$ cat src/rtl/uart_tx_buffered.sv
// Buffered 8N1 UART transmitter: a byte FIFO feeding a start/data/stop serialiser.
// Handshake: a byte on i_wr_data is accepted on any rising edge where i_wr_en=1 and
// o_fifo_full=0 (pre-edge value); a write while full is dropped and flags o_overflow.
module uart_tx_buffered #(
    parameter int clks_per_bit = 868,
    parameter int fifo_addr_w  = 4,
    parameter int stop_bits    = 1
) (
    input  logic                 clk,
    input  logic                 reset,
    input  logic                 i_wr_en,
    input  logic [7:0]           i_wr_data,
    input  logic                 i_clr_ovf,
    output logic                 o_fifo_full,
    output logic                 o_fifo_empty,
    output logic [fifo_addr_w:0] o_fifo_count,
    output logic                 o_overflow,
    output logic                 o_busy,
    output logic                 o_tx_done,
    output logic                 o_tx
);

    localparam int depth  = 1 << fifo_addr_w;
    localparam int baud_w = $clog2(clks_per_bit);
    localparam logic [fifo_addr_w:0] full_count = (fifo_addr_w+1)'(depth);
    localparam logic [baud_w-1:0]    baud_max   = baud_w'(clks_per_bit - 1);
    localparam logic                 stop_max   = 1'(stop_bits - 1);

    typedef enum logic [1:0] {IDLE, START, DATA, STOP} state_t;

    state_t                 state, state_next;
    logic [baud_w-1:0]      baud_cnt, baud_next;
    logic [2:0]             bit_idx, bit_next;
    logic                   stop_idx, stop_next;
    logic [7:0]             shift_reg;
    logic [7:0]             mem [depth];
    logic [fifo_addr_w-1:0] wr_ptr, rd_ptr;
    logic [fifo_addr_w:0]   count_next;
    logic                   push, pop, done_next, tx_next, baud_last;

    assign push      = i_wr_en && !o_fifo_full;
    assign baud_last = (baud_cnt == baud_max);
    assign o_busy    = (state != IDLE);

    // Next-state, bit counters, pop request and next line level.
    always_comb begin
        state_next = state;
        baud_next  = baud_cnt;
        bit_next   = bit_idx;
        stop_next  = stop_idx;
        pop        = 1'b0;
        done_next  = 1'b0;
        tx_next    = 1'b1;
        case (state)
            IDLE: begin
                baud_next = '0;
                if (!o_fifo_empty) begin
                    pop        = 1'b1;
                    state_next = START;
                end
            end
            START: begin
                tx_next = 1'b0;
                if (baud_last) begin
                    baud_next  = '0;
                    bit_next   = '0;
                    state_next = DATA;
                end else begin
                    baud_next = baud_cnt + baud_w'(1);
                end
            end
            DATA: begin
                tx_next = shift_reg[bit_idx];
                if (baud_last) begin
                    baud_next = '0;
                    if (bit_idx == 3'd7) begin
                        stop_next  = 1'b0;
                        state_next = STOP;
                    end else begin
                        bit_next = bit_idx + 3'd1;
                    end
                end else begin
                    baud_next = baud_cnt + baud_w'(1);
                end
            end
            STOP: begin
                if (baud_last) begin
                    baud_next = '0;
                    if (stop_idx == stop_max) begin
                        done_next  = 1'b1;
                        state_next = IDLE;
                    end else begin
                        stop_next = stop_idx + 1'b1;
                    end
                end else begin
                    baud_next = baud_cnt + baud_w'(1);
                end
            end
            default: state_next = IDLE;
        endcase
    end

    // Occupancy after this edge; a simultaneous push and pop cancel out.
    always_comb begin
        count_next = o_fifo_count;
        case ({push, pop})
            2'b10:   count_next = o_fifo_count + 1'b1;
            2'b01:   count_next = o_fifo_count - 1'b1;
            default: count_next = o_fifo_count;
        endcase
    end

    // FSM, serialiser and registered line outputs; reset abandons any frame.
    always_ff @(posedge clk or negedge reset) begin
        if (!reset) begin
            state     <= IDLE;
            baud_cnt  <= '0;
            bit_idx   <= '0;
            stop_idx  <= 1'b0;
            shift_reg <= '0;
            o_tx      <= 1'b1;
            o_tx_done <= 1'b0;
        end else begin
            state     <= state_next;
            baud_cnt  <= baud_next;
            bit_idx   <= bit_next;
            stop_idx  <= stop_next;
            o_tx      <= tx_next;
            o_tx_done <= done_next;
            if (pop) shift_reg <= mem[rd_ptr];
        end
    end

    // FIFO pointers, registered count/flags and sticky overflow.
    always_ff @(posedge clk or negedge reset) begin
        if (!reset) begin
            wr_ptr       <= '0;
            rd_ptr       <= '0;
            o_fifo_count <= '0;
            o_fifo_full  <= 1'b0;
            o_fifo_empty <= 1'b1;
            o_overflow   <= 1'b0;
        end else begin
            if (push) wr_ptr <= wr_ptr + 1'b1;
            if (pop)  rd_ptr <= rd_ptr + 1'b1;
            o_fifo_count <= count_next;
            o_fifo_full  <= (count_next == full_count);
            o_fifo_empty <= (count_next == '0);
            if (i_wr_en && o_fifo_full) o_overflow <= 1'b1;
            else if (i_clr_ovf)         o_overflow <= 1'b0;
        end
    end

    // FIFO storage; contents need no reset.
    always_ff @(posedge clk) begin
        if (push) mem[wr_ptr] <= i_wr_data;
    end

endmodule

$ cat config.mk
export PLATFORM = sky130hd
export DESIGN_NAME = uart_tx_buffered
export DESIGN_NICKNAME = d
export VERILOG_FILES = /design/src/rtl/uart_tx_buffered.sv
export SDC_FILE = /design/constraint.sdc
export NUM_CORES = 1
export LEC_CHECK = 0
export CAP_MARGIN = 20
export CORE_MARGIN = 10
export CORE_UTILIZATION = 45
export DETAILED_ROUTE_END_ITERATION = 10
export PLACE_DENSITY = 0.71
export SLEW_MARGIN = 20
export SYNTH_ARGS = -nofsm -noshare
export SYNTH_HDL_FRONTEND = slang
export SYNTH_SLANG_ARGS = --single-unit
$ cat constraint.sdc
create_clock -name clk -period 2.5 [get_ports clk]
set_input_delay 0.375 -clock clk [delete_from_list [all_inputs] [get_ports clk]]
set_output_delay 0.375 -clock clk [all_outputs]
set_load 0.1 [all_outputs]
* Yosys cells after proc, flatten, opt, wreduce, memory -nomap -nowiden
Memories as Yosys holds them, arrays and structs flattened. A register that Yosys moved wholly into a read port is not among the register bits.
Index checks and enable logic that the tools add are counted.
** Storage, ports and cells
- Flip-flop bits (word level) :: 34
- Latch bits :: 0
- RAM bits :: 128
- Memory bits (read-only) :: 0
- Bits of input ports :: 12
- Logic and storage cells :: 81
- Memories kept :: 1
** Memories
- mem :: depth 16, width 8, rd ports 1, clocked after Yosys merged registers in 1, write ports 1, RTL line 36 : logic [7:0] mem [depth];
** Cells by class
- $add $sub $neg :: 7
- Multipliers :: 0
- Divide/modulo/power cells :: 0
- Order comparisons :: 1
- Equality and inequality tests :: 15
- Shift operators :: 0
- Muxes and demuxes :: 31
- Bitwise operators :: 0
- Reductions and logical operators :: 14
** Operators with widths (count)
- one-hot mux 10 bit (2 select lines) :: 1
- 2-to-1 mux 1 bit :: 14
- != test 2 bit (second input constant) :: 7
- 2-to-1 mux 2 bit :: 6
- adder 10 x 1 -> 10 bit (second input constant) :: 1
- == test 10 bit (second input constant) :: 1
- 2-to-1 mux 10 bit :: 1
- one-hot mux 5 bit (2 select lines) :: 1
- 2-to-1 mux 3 bit :: 3
- adder 4 x 1 -> 4 bit (second input constant) :: 2
- one-hot mux 2 bit (4 select lines) :: 1
- AND reduction 4 bit :: 2
- nonzero test 2 bit :: 4
- == test 2 bit (second input constant) :: 3
- one-hot mux 3 bit (2 select lines) :: 1
- AND reduction 6 bit :: 1
- adder 5 x 1 -> 5 bit (second input constant) :: 1
- == test 5 bit (second input constant) :: 1
- logical NOT 5 bit :: 1
- subtractor 5 x 1 -> 5 bit (second input constant) :: 1
- == test 2 x 1 -> 1 bit (second input constant) :: 2
- less-than comparator 3 x 4 -> 1 bit (second input constant) :: 1
- one-hot mux 1 bit (2 select lines) :: 2
- adder 3 x 1 -> 3 bit (second input constant) :: 1
- 7 further kinds :: 9

* Logic depth before layout (Yosys ltp)
Gate-level depths: netlist of run 1.
- Word-level depth :: 5
- Gate-level depth with buffers :: 13
- Mapped depth without buffers :: 13

* Worst setup path after synthesis of run 1
Ideal clock, no wire load.
- Kind :: register to register
- From :: register o_fifo_full
- To :: register o_fifo_empty
- Arrival time :: 2.757 ns
- Required time :: 2.410 ns
- Setup slack :: -0.347 ns
- Stages on the path, launching flop included :: 13
- Path buffers :: 1
- Period minus slack after synthesis :: 2.847 ns
- Path through :: dfrtp_1 -> nor2b_1 -> buf_4 -> inv_1 -> nand2_1 -> xnor2_1 -> ha_1 -> nor4b_1 -> a31oi_1 -> a221oi_2 -> xnor2_1 -> inv_1 -> a211oi_1
** Between the ends
- Cells in the longest elaborated chain, start to end :: 5
** RTL lines
- from (decl) :: RTL line 14 : output logic o_fifo_full,
- from (signal assigned) :: RTL line 147 : o_fifo_full <= (count_next == full_count);
- logical NOT 1 bit * :: RTL line 41 : assign push = i_wr_en && !o_fifo_full;
- logical AND 1 bit * :: RTL line 41
- == test 2 x 1 -> 1 bit or == test 2 bit (tied branches) :: RTL line 106 : case ({push, pop})
- one-hot mux 5 bit (2 select lines) * :: RTL line 106
- named net count_next[4] :: RTL line 38 : logic [fifo_addr_w:0] count_next;
- logical NOT 5 bit * :: RTL line 148 : o_fifo_empty <= (count_next == '0);
- to (signal assigned) :: RTL line 148
- to (decl) :: RTL line 15 : output logic o_fifo_empty,
The timed path passes the listed nets; every way through them passes the cells marked *.
A chain may end at the register's enable or synchronous reset.

* Worst setup path after layout of run 1
- From :: register o_fifo_empty
- To :: register o_fifo_empty
** Between the ends
- Cells in the longest elaborated chain, start to end :: 5
** RTL lines
- 2-to-1 mux 1 bit * :: RTL line 57 : if (!o_fifo_empty) begin
- 2-to-1 mux 1 bit * :: RTL line 54 : case (state)
- == test 2 x 1 -> 1 bit or == test 2 bit (tied branches) :: RTL line 106
- one-hot mux 5 bit (2 select lines) * :: RTL line 106
- named net count_next[4] :: RTL line 38
- logical NOT 5 bit * :: RTL line 148
Marks and branches as above.

==> out/qor.txt, run 1 <==
status = finished, final reports clean
cell count along the critical path = 11
TritonCTS Buffers = 17
syn_nets = 434
Post-Route WL = 13800 um
fill cell count = 1182
P_leak = 3.05 nW
final setup fails = 0
DP Wirelength = 8750 um
Reg clk slew, reported paths = 0.06 ns
predominant post-synthesis flop cell = edfxtp_1
GRT Total Usage = 13.3%
Post-synth EDFFs = 128
Fin Setup TNS = 0 ns
global-route wire length before repair = 21900 um
Worst Path Required = 2.83 ns
Root Driver = clkbuf_16
slew at the pin closest to its max-slew limit = 0.566 ns
Clock Tree Buf Depth = 2
die height = 145 um
CP max stage cell = dfstp_4
vias in the first global route = 3954
slowest stage delay, CP = 0.63 ns
share of cells above drive strength 1 = 29.5%
CP top delay family = compound AO/OA/AOI/OAI gates
reg-to-reg critical path endpoint = o_fifo_empty$_DFF_PN1_
r2r startpoint = o_fifo_empty$_DFF_PN1_
sequential area share after synthesis = 69.0%
Post-DRT Antenna Nets = 0
Slew Viols, Final = 0
vias per cell = 5.35
Post-Syn Area = 0.00707 sq mm
GRT Residual Overflow = 0
Antenna diodes = 0
CP arrival = 2.73 ns
via count = 3706
CP Cell Sequence = nand2b_4 -> clkinv_4 -> nand2_4 -> xnor2_2 -> ha_2 -> nand2_1 -> a211o_1 -> a221oi_2 -> xnor2_1 -> inv_1 -> a211oi_2
power density over cell area = 1220 mW/mm^2
# port buffers = 22
Pwr Total = 10.4 mW
Final Hold Vio Count = 0
final worst path period need = 2.39 ns
dpl cell area = 0.00781 sq mm
Yosys reg bits = 169
Finished Cell Area = 0.00851 sq mm
Crit path buffers/inverters = 2
Routed wire per std cell = 19.9 um
fmax = 0.418 GHz
max FFs per register = 128
IO Pins = 23
final worst clock skew = 0.00691 ns
R2R setup slack = 0.11 ns
Starting Density = 46.1%
kind of start point of the critical path = flip-flop
Peak VDD IR = 0.000779 V
synth unique cells = 47
final hold slack = 0.449 ns
Final #Nets = 497
critical path class = flip-flop to flip-flop
Worst Hold Class = input pin to asynchronous set/reset pin
DIE AREA = 0.0211 sq mm
crit-path max FO = 8
DRC Markers = 0
initial antenna violation count = 0
Period Utilization, post-route = 95.8%
Clock Latency Late Sink = 0.42 ns
H-tree depth = 4
Rows = 45
max cap viols = 0
Core Box Area = 0.0153 sq mm
commonest non-fill, non-tap cells in the layout = edfxtp_1, buf_4, dfrtp_1, mux4_2, and2_1
relative slew slack = 62.2%
CTS tree = done
r2r worst-path depth = 11
largest net degree at the start of global routing = 36
Syn-to-layout area delta = 20.5%
Die Wd = 145 um
Async SR Flop Fraction = 24.3%
DRT Pass-1 Iters = 4
commonest non-fill, non-tap cell in the layout = edfxtp_1
average cell area after synthesis = 17.4 sq um
Syn Inst Count = 407
CP Capture Type = flip-flop
# clock sinks = 169
RePlAce Congestion = 0.781
1st-iter DRT viols = 267
YS warnings = 0
-- power by group --
group	switching [mW]	internal, mW
clock network	1.01	1.66
registers	0.357	3.52
logic	2.07	1.74
total	3.44	6.92
-- logic make-up after synthesis --
logic type               after synthesis  synth area share (%)
AO/OA/AOI/OAI                         32                  3.31
XOR/XNOR                              19                  2.36
AND/OR/NAND/NOR                       83                  6.36
adder cells (fa/ha/maj)               15                  2.66
multiplexers                          57                  14.3
buffers and inverters                 32                  2.04
flip-flops                           169                  69.0
-- per-stage QoR --
stage,setup WS [ns],util [%],cells
final,0.105,55.6,693
after global routing,-0.0218,55.6,693
after CTS,0.0204,55.0,685
after detailed placement,-0.171,51.0,653
after global placement,-0.111,51.0,653
after floorplan,0.000393,-,407
-- synthesized netlist by cell type (all sizes together) (2+ instances only) --
cell    instances  share of area (%)
o22ai           2               0.18
nor4            2               0.27
ha             15                2.7
dfrtp          39                 14
a221o           8                1.1
mux2i          13                1.8
clkbuf         12               0.64
nand4           2               0.18
o21ai           9               0.64
edfxtp        128                 54
nor4b           3               0.37
nor2           15               0.80
xnor2          16                2.0
nand2          16               0.85
nor3b           2               0.21
and2           18                1.6
buf             7               0.71
nor2b           2               0.18
nor3            9               0.64
nand3           5               0.35
mux2           10                1.6
dfstp           2               0.74
a22oi           2               0.21
a211oi          2               0.21
xor2            3               0.37
and3            3               0.27
mux4           34                 11
a21oi           4               0.28
inv            12               0.64
-- routing by layer --
metal | GRT usage [%] | share of wire, %
met5 | 0 | 0
met4 | 3.79 | 0.81
met3 | 3.63 | 4.9
met2 | 22.4 | 52
met1 | 16.6 | 42
-- worst register-to-register path: cells and delay by family, from the launching register on --
| family | cells | cell delay [ns] |
|---|---|---|
| AOI/OAI and AO/OA | 3 | 0.70 |
| buffers and inverters | 2 | 0.18 |
| and+or+nand+nor | 3 | 0.29 |
| xor gates and xnor gates | 2 | 0.29 |
| adders and majority gates | 1 | 0.23 |
| DFF | 1 | 0.63 |
-- final cells by class --
class                      count  area (sq um)  share of cell area, %
sequential                   169          4880                   57.4
multi-input combinational    206          2090                   24.6
timing repair buffer          63           611                   7.17
clock buffer                  19           433                   5.09
tap                          211           264                   3.10
clock inverter                12           176                   2.07
inverter                      13          53.8                  0.632
-- worst max path at each step --
stage	startpoint	to	slack (ns)
3_3_place_gp	i_wr_en	o_fifo_empty$_DFF_PN1_	-0.11
4_1_cts	state[0]$_DFFE_PN0P_	o_fifo_empty$_DFF_PN1_	0.02
5_1_grt	state[0]$_DFFE_PN0P_	o_fifo_empty$_DFF_PN1_	-0.02
3_5_place_dp	i_wr_en	o_fifo_empty$_DFF_PN1_	-0.17
2_1_floorplan	o_fifo_empty$_DFF_PN1_	o_fifo_empty$_DFF_PN1_	0.0004
6_report	o_fifo_empty$_DFF_PN1_	o_fifo_empty$_DFF_PN1_	0.11
-- repair_timing --
action                     CTS  global route
hold buffers                 1             0
setup endpoints to repair    1             3
setup buffers                0             8
hold endpoints to repair    15             0
gates resized for setup      1             5
pin swaps                    0             1
No activity file was read; power rests on OpenSTA's default activity.
==> run 2: changes to the inputs <==
--- a/config.mk
+++ b/config.mk
@@ -10,7 +10,6 @@
 export CORE_UTILIZATION = 45
 export DETAILED_ROUTE_END_ITERATION = 10
 export PLACE_DENSITY = 0.71
-export SLEW_MARGIN = 20
 export SYNTH_ARGS = -nofsm -noshare
 export SYNTH_HDL_FRONTEND = slang
 export SYNTH_SLANG_ARGS = --single-unit
==> results of run 2 <==
Same layout as run 1: the final DEF is identical, and so are final timing and power.
